--- config.mk ---
export PLATFORM = sky130hd
export DESIGN_NAME = spi_master_arbiter
export DESIGN_NICKNAME = d
export VERILOG_FILES = /design/src/rtl/spi_master_arbiter.sv
export SDC_FILE = /design/constraint.sdc
export NUM_CORES = 1
export LEC_CHECK = 0
export CAP_MARGIN = 20
export CORE_MARGIN = 5
export CORE_UTILIZATION = 33
export CTS_BUF_LIST = sky130_fd_sc_hd__clkbuf_16
export CTS_CLUSTER_DIAMETER = 150
export DETAILED_ROUTE_END_ITERATION = 7
export GPL_ROUTABILITY_DRIVEN = 0
export PLACE_DENSITY_LB_ADDON = 0.12
export SLEW_MARGIN = 5
export SYNTH_ARGS = -nofsm -noshare
export SYNTH_HDL_FRONTEND = slang
export SYNTH_SLANG_ARGS = --single-unit
--- constraint.sdc ---
create_clock -name clk_i -period 2.3 [get_ports clk_i]
set_clock_uncertainty 0.15 [all_clocks]
set_input_delay 0.575 -clock clk_i [delete_from_list [all_inputs] [get_ports clk_i]]
set_output_delay 0.575 -clock clk_i [all_outputs]
set_load 0.02 [all_outputs]
--- src/rtl/spi_master_arbiter.sv ---
// spi_master_arbiter: round-robin arbiter letting NREQ requesters share one SPI master, one transaction at a time.
// Ports: clk_i/rst_ni clock and async active-low reset; req_val_i/req_rdy_o/req_msg_i/req_len_i request side;
// resp_val_o/resp_rdy_i/resp_msg_o response side; spi_send_*, spi_pkt_size_o, spi_cs_addr_o, spi_recv_* SPI master side.
module spi_master_arbiter #(
  parameter int NREQ  = 4,
  parameter int NBITS = 34,
  parameter int LBITS = $clog2(NBITS+1),
  parameter int ABITS = $clog2(NREQ)
) (
  input  logic                  clk_i,
  input  logic                  rst_ni,
  input  logic [NREQ-1:0]       req_val_i,
  output logic [NREQ-1:0]       req_rdy_o,
  input  logic [NREQ*NBITS-1:0] req_msg_i,
  input  logic [NREQ*LBITS-1:0] req_len_i,
  output logic [NREQ-1:0]       resp_val_o,
  input  logic [NREQ-1:0]       resp_rdy_i,
  output logic [NBITS-1:0]      resp_msg_o,
  output logic                  spi_send_val_o,
  input  logic                  spi_send_rdy_i,
  output logic [NBITS-1:0]      spi_send_msg_o,
  output logic [LBITS-1:0]      spi_pkt_size_o,
  output logic [ABITS-1:0]      spi_cs_addr_o,
  input  logic                  spi_recv_val_i,
  output logic                  spi_recv_rdy_o,
  input  logic [NBITS-1:0]      spi_recv_msg_i
);
  typedef enum logic [1:0] {IDLE, SEND, WAIT_RECV, DELIVER} state_e;
  state_e state_q, state_d;
  logic [ABITS-1:0] ptr_q, ptr_d, grant_q, grant_d, pick;
  logic [NBITS-1:0] msg_q, msg_d, resp_q, resp_d;
  logic [LBITS-1:0] len_q, len_d, pick_len, clamp_len;
  logic found;
  function automatic logic [ABITS-1:0] wrap(input int v);
    return ABITS'(v % NREQ);
  endfunction
  // Walk downward so the nearest valid requester at or after ptr wins.
  always_comb begin
    found = 1'b0;
    pick = ptr_q;
    for (int k = NREQ-1; k >= 0; k--) begin
      if (req_val_i[wrap(int'(ptr_q)+k)]) begin
        found = 1'b1;
        pick = wrap(int'(ptr_q)+k);
      end
    end
    pick_len = req_len_i[int'(pick)*LBITS +: LBITS];
    clamp_len = (pick_len > LBITS'(NBITS)) ? LBITS'(NBITS) : pick_len;
  end
  always_comb begin
    state_d = state_q;
    ptr_d = ptr_q;
    grant_d = grant_q;
    msg_d = msg_q;
    len_d = len_q;
    resp_d = resp_q;
    case (state_q)
      IDLE: if (found) begin
        grant_d = pick;
        msg_d = req_msg_i[int'(pick)*NBITS +: NBITS];
        len_d = clamp_len;
        resp_d = '0;
        state_d = (clamp_len == '0) ? DELIVER : SEND;
      end
      SEND: state_d = spi_send_rdy_i ? WAIT_RECV : SEND;
      WAIT_RECV: if (spi_recv_val_i) begin
        resp_d = spi_recv_msg_i;
        state_d = DELIVER;
      end
      default: if (resp_rdy_i[grant_q]) begin
        ptr_d = wrap(int'(grant_q)+1);
        state_d = IDLE;
      end
    endcase
  end
  always_ff @(posedge clk_i or negedge rst_ni) begin
    if (!rst_ni) begin
      state_q <= IDLE;
      ptr_q <= '0;
      grant_q <= '0;
      msg_q <= '0;
      len_q <= '0;
      resp_q <= '0;
    end else begin
      state_q <= state_d;
      ptr_q <= ptr_d;
      grant_q <= grant_d;
      msg_q <= msg_d;
      len_q <= len_d;
      resp_q <= resp_d;
    end
  end
  // Handshake outputs are gated by reset so they drop in the same cycle reset asserts.
  assign req_rdy_o = (rst_ni && state_q == IDLE && found) ? NREQ'(1) << pick : '0;
  assign resp_val_o = (rst_ni && state_q == DELIVER) ? NREQ'(1) << grant_q : '0;
  assign spi_send_val_o = rst_ni && state_q == SEND;
  assign spi_recv_rdy_o = rst_ni && state_q == WAIT_RECV;
  assign spi_send_msg_o = msg_q;
  assign spi_pkt_size_o = len_q;
  assign spi_cs_addr_o = grant_q;
  assign resp_msg_o = resp_q;
endmodule

==> metrics.txt, run 1 <==
Final setup viols 12; Layout area overhead 91.3%; Vias 5230; Clk Latency, worst-skew pair 330 ps; first-pass GRT wire length 26700 um; Post-synth EDFFs 0; Place WS -1180 ps; TritonCTS clock tree yes; Clock transition at path regs 60 ps; CP top delay family simple AND/OR/NAND/NOR gates; area occupied by multi-input gates 2570 sq um; Slew Limit Fails 0; sequential element share of the synthesized area 44.3%; Rel. slew slack 77.0%; Routed WL per cell 16.7 um; area of the core 13300 sq um; overall power 10100 uW; post-DP HPWL 13000 um; worst-path fanout max 3; ys flop type dfrtp_1; run status finished, violations left; commonest non-fill, non-tap cell in the layout clkdlybuf4s50_1; vias in the first global route 5329; CP bufs+invs 2; PwrDens 1170 nW/um^2; 1st-iter DRT viols 203; htree depth 3; Initial DRT Pass Iterations 4; layout cell share with drive strength beyond 1 14.0%; Max stage delay on crit path 440 ps; Tcrit/Tclk final 111%; worst vdd ir 0.000438 V; register area 2010 sq um; Std-Cell Rows 42; GR Util All Layers 20.5%; Clock Tree Root clkbuf_16; via/cell ratio 4.96; die height 127 um; drt drc 0; TritonCTS Buffers 9; Synth Net Count 776; die area 16100 sq um; FFs w/ async S/R, synth 100%; flops & latches, synth 80; CP arrival 1830 ps; Cells after Synth 561; failing checks setup timing; Routed WL 17600 um; Final Worst Setup Slack -260 ps; top achievable clock speed 0.391 GHz; # port buffers 291; ANT nets after route 0; I/O pin count 292; CP endpoint kind primary output; RSZ-0062 raised after global routing yes; total clock sinks 80; hold slack 91.6 ps; leak pwr 0.00377 uW; Yosys warning count 0; Initial Util 33.8%; Crit Path Category register to primary output; Unique masters post-synth 38; n_diodes 0; die width 127 um; initial antenna violation count 0; TNS Setup -2200 ps; CP max stage cell dfrtp_2; Max Root-Sink Buffers 2; Slew @ Worst Pin 342 ps; post-layout min period 2560 ps; commonest cells after routing, fill and taps aside clkdlybuf4s50_1, nand2_1, nor2_1; WP data required 1570 ps; Worst setup SP type register; CP dominant cell by count nor3b_4; area of the mapped netlist 4520 sq um; CTS Hold Bufs 0; grt ovf 0; class of the worst hold path input port to asynchronous set/reset pin; Max Cap Viol 0; largest net degree at the start of global routing 77; final hold vios 0; Avg Cell Area, Syn 8.05 sq um; Nets 1088; worst-path cell chain nor3b_4, a2111oi_4, buf_4, or2_4, nor3b_4, buf_6; filler cell count 1116
sequential cells by signal, summed over array words and instances, names as in the netlist:
signal	cells
resp_msg_o	34
state_q	2
spi_pkt_size_o	6
ptr_q	2
spi_cs_addr_o	2
spi_send_msg_o	34
cells in the mapped netlist, drive strengths merged (6+ instances only):
cell type / number / area share (%)
ha: 9 / 2.5
inv: 6 / 0.50
mux2i: 14 / 3.1
clkbuf: 30 / 2.5
o21ai: 73 / 8.1
buf: 10 / 1.2
a22o: 34 / 6.6
nor2: 107 / 9.1
nand2: 117 / 9.7
dfrtp: 80 / 44
nand3: 34 / 3.8
per-layer routing:
layer / vias to the layer above / part of all wire (%) / track usage, %
met3: 41 / 8.1 / 6.09
met4: 0 / 3.6 / 8.96
met2: 234 / 50 / 35.6
li1: 2531 / - / -
met1: 2424 / 38 / 23.5
met5: - / 0 / 0
logic make-up (layout without fill, tap and decap cells):
logic type	Yosys count	in the layout	synth area share, %
buf+inv	46	363	4.24
flops	80	80	44.3
compound gates	124	124	17.9
mux	20	20	4.85
simple gates	282	282	26.2
fa+ha+maj	9	9	2.49
layout make-up:
type,instances,share of cell area (%)
Multi-Input combinational cell,435,29.7
Inverter,6,0.261
Clock buffer,9,2.61
Clock inverter,7,1.10
Timing Repair Buffer,341,40.5
Tap cell,176,2.55
Sequential cell,80,23.2
through the flow:
| stage | utilization, % | instances | cell area [sq um] |
|---|---|---|---|
| detailed placement | 58.8 | 1021 | 7850 |
| finish | 64.8 | 1054 | 8640 |
| CTS | 62.7 | 1041 | 8370 |
| global route | 64.8 | 1054 | 8640 |
| global placement | 58.8 | 1021 | 7850 |
| floorplan | - | 561 | 4630 |
path summary, 6_finish.rpt:
path	startpoint	end	slack [ps]	cells past startpoint
worst max register to register	ptr_q[1]	state_q[1]	-230	9
min in group clk_i	spi_send_msg_o[29]	spi_send_msg_o[29]	330	2
worst min register to register	spi_send_msg_o[29]	spi_send_msg_o[29]	330	2
worst max-delay path	ptr_q[1]	req_rdy_o[2]	-260	6
worst min-delay path	rst_ni	spi_send_msg_o[19]	90	2
max in group asynchronous	rst_ni	spi_send_msg_o[11]	1340	3
timing repair:
item | in CTS | in global routing
setup buffers | 3 | 7
resized for setup | 90 | 52
cloned | 1 | 5
pin swaps | 9 | 14
setup endpoints to repair | 86 | 85
endpoints found under the hold margin | 0 | 0
power by group:
group / internal [uW] / leakage, uW / switching [uW] / total (uW)
logic: 2980 / 0.00259 / 3240 / 6220
clock network: 952 / 0.000156 / 571 / 1520
registers: 2000 / 0.00102 / 357 / 2360
total: 5930 / 0.00377 / 4170 / 10100
No activity file was read; power rests on OpenSTA's default activity.
==> inputs of run 2 (changes only) <==
Settings changed: CORE_ASPECT_RATIO set to 2.
==> run 2 against run 1 <==
Compared with the run above:
- the run still ends with setup timing left
- worst hold slack worse by 51 ps
- wire length is 6.6% higher
- worst setup slack worse by 25 ps
- register-to-register slack better by 30 ps
- combinational power is 8.5% higher
- clock power is 5% lower
- global-route usage is 0.38 points higher
- critical path type unchanged
- largest cell class unchanged
==> metrics.txt, run 2 (synthesis results as in run 1) <==
largest net degree at the start of global routing 56; # port buffers 291; run status finished, violations left; Max stage delay on crit path 440 ps; final hold vios 0; Vias 5215; layout cell share with drive strength beyond 1 16.3%; WP data required 1570 ps; vias in the first global route 5254; post-DP HPWL 13800 um; CP dominant cell by count buf_4; die height 175 um; Initial DRT Pass Iterations 4; Seq pwr share 22.1%; ANT nets after route 0; area of the core 13400 sq um; Std-Cell Rows 60; RSZ-0062 raised after global routing yes; CTS Hold Bufs 0; sw frac 41.6%; TritonCTS clock tree yes; Comb pwr share 64.1%; CP top delay family buffers and inverters; clock share of power 13.8%; commonest non-fill, non-tap cell in the layout clkdlybuf4s50_1; TritonCTS Buffers 9; drt drc 0; Routed WL per cell 18.1 um; n_diodes 0; grt ovf 0; post-detailed-placement cell area 7880 sq um; P_sw 4380 uW; Routed WL 18800 um; Final setup viols 44; CP bufs+invs 3; Max Cap Viol 0; htree depth 3; initial antenna violation count 0; Rel. slew slack 64.2%; hold slack 40.4 ps; Clock Tree Root clkbuf_16; Clk Latency, worst-skew pair 330 ps; worst vdd ir 0.000488 V; filler cell count 1094; Worst setup SP type register; Final Worst Setup Slack -285 ps; I/O pin count 292; total clock sinks 80; PwrDens 1200 nW/um^2; Power Internal 6140 uW; post-layout min period 2590 ps; Util after Layout 65.3%; Crit Path Category register to primary output; failing checks setup timing; Slew Limit Fails 0; Nets 1096; Max Root-Sink Buffers 2; first-pass GRT wire length 26700 um; CP arrival 1860 ps; top achievable clock speed 0.387 GHz; final instance area 8780 sq um; 1st-iter DRT viols 137; Clock transition at path regs 60 ps; CP endpoint kind primary output; die area 16300 sq um; via/cell ratio 5.01; worst-path cell chain buf_4, a2111oi_4, buf_4, nor2_4, nor3b_4, buf_6; class of the worst hold path input port to asynchronous set/reset pin; GR Util All Layers 20.9%; Place WS -1200 ps; CP max stage cell dfrtp_2; commonest cells after routing, fill and taps aside clkdlybuf4s50_1, nand2_1, nor2_1; Tcrit/Tclk final 112%; Layout area overhead 94.3%; Initial Util 33.6%; die width 92.7 um; leak pwr 0.00386 uW; Slew @ Worst Pin 537 ps; worst-path fanout max 4
==> run 2: cell types whose count changed in the layout (fill, tap and decap cells not counted), sizes merged <==
cell	before	now
dlygate4sd2	0	1
clkdlybuf4s15	5	3
clkinv	3	1
inv	7	9
bufinv	2	1
buf	53	58
clkinvlp	1	2
clkdlybuf4s18	1	0
clkbuf	15	20
==> run 2: layer usage <==
layer / vias to the layer above / share of wire, % / global-route usage (%)
met2: 215 / 56 / 39.6
met1: 2414 / 34 / 21.5
met3: 35 / 6.4 / 4.71
met4: 0 / 3.5 / 8.81
met5: - / 0 / 0
li1: 2551 / - / -
==> run 2: final timing paths <==
check | slack, ps | endpoint | cells after the start | start
worst max-delay path | -290 | req_rdy_o[0] | 6 | ptr_q[1]
worst min-delay path | 40 | spi_cs_addr_o[0] | 2 | rst_ni
worst max register to register | -200 | spi_pkt_size_o[0] | 10 | ptr_q[1]
worst min register to register | 330 | spi_send_msg_o[25] | 2 | spi_send_msg_o[25]
max in group asynchronous | 1200 | spi_send_msg_o[8] | 3 | rst_ni
min in group clk_i | 330 | spi_send_msg_o[25] | 2 | spi_send_msg_o[25]
==> run 2: stage by stage <==
stage	instances	TNS [ps]	power, uW
after detailed placement	1002	-63280	7980
after CTS	1026	-2580	9880
after global placement	1002	-59250	7840
after global routing	1041	-8400	11200
final	1041	-3220	10500
after floorplan	561	-653	5380
==> run 2: what timing repair did <==
action,in CTS,in global routing
setup buffers,5,8
gates resized for setup,87,99
pin swaps,6,32
endpoints found under the setup margin,88,49
cloned,3,8
==> run 2: power groups by stage <==
stage	clock network, uW	registers [uW]	logic [uW]
floorplan	0	3010	2370
global placement	0	2320	5530
detailed placement	0	2350	5630
CTS	1500	2320	6050
global route	1570	2400	7250
finish	1450	2320	6750
==> run 2: worst register-to-register path, delay by kind of cell (launching register included) <==
kind / cells / cell delay [ps]
and+or+nand+nor: 2 / 240
muxes: 1 / 270
AOI/OAI and AO/OA: 2 / 580
DFF: 1 / 440
buffers and inverters: 5 / 730
==> run 2: final cells by class <==
type,instances,area [sq um],area share (%)
Inverter,6,22.5,0.257
Clock inverter,7,78.8,0.898
Multi-Input combinational cell,435,2540,28.9
Clock buffer,9,225,2.57
Sequential cell,80,2000,22.8
Tap cell,155,194,2.21
Timing Repair Buffer,349,3710,42.3
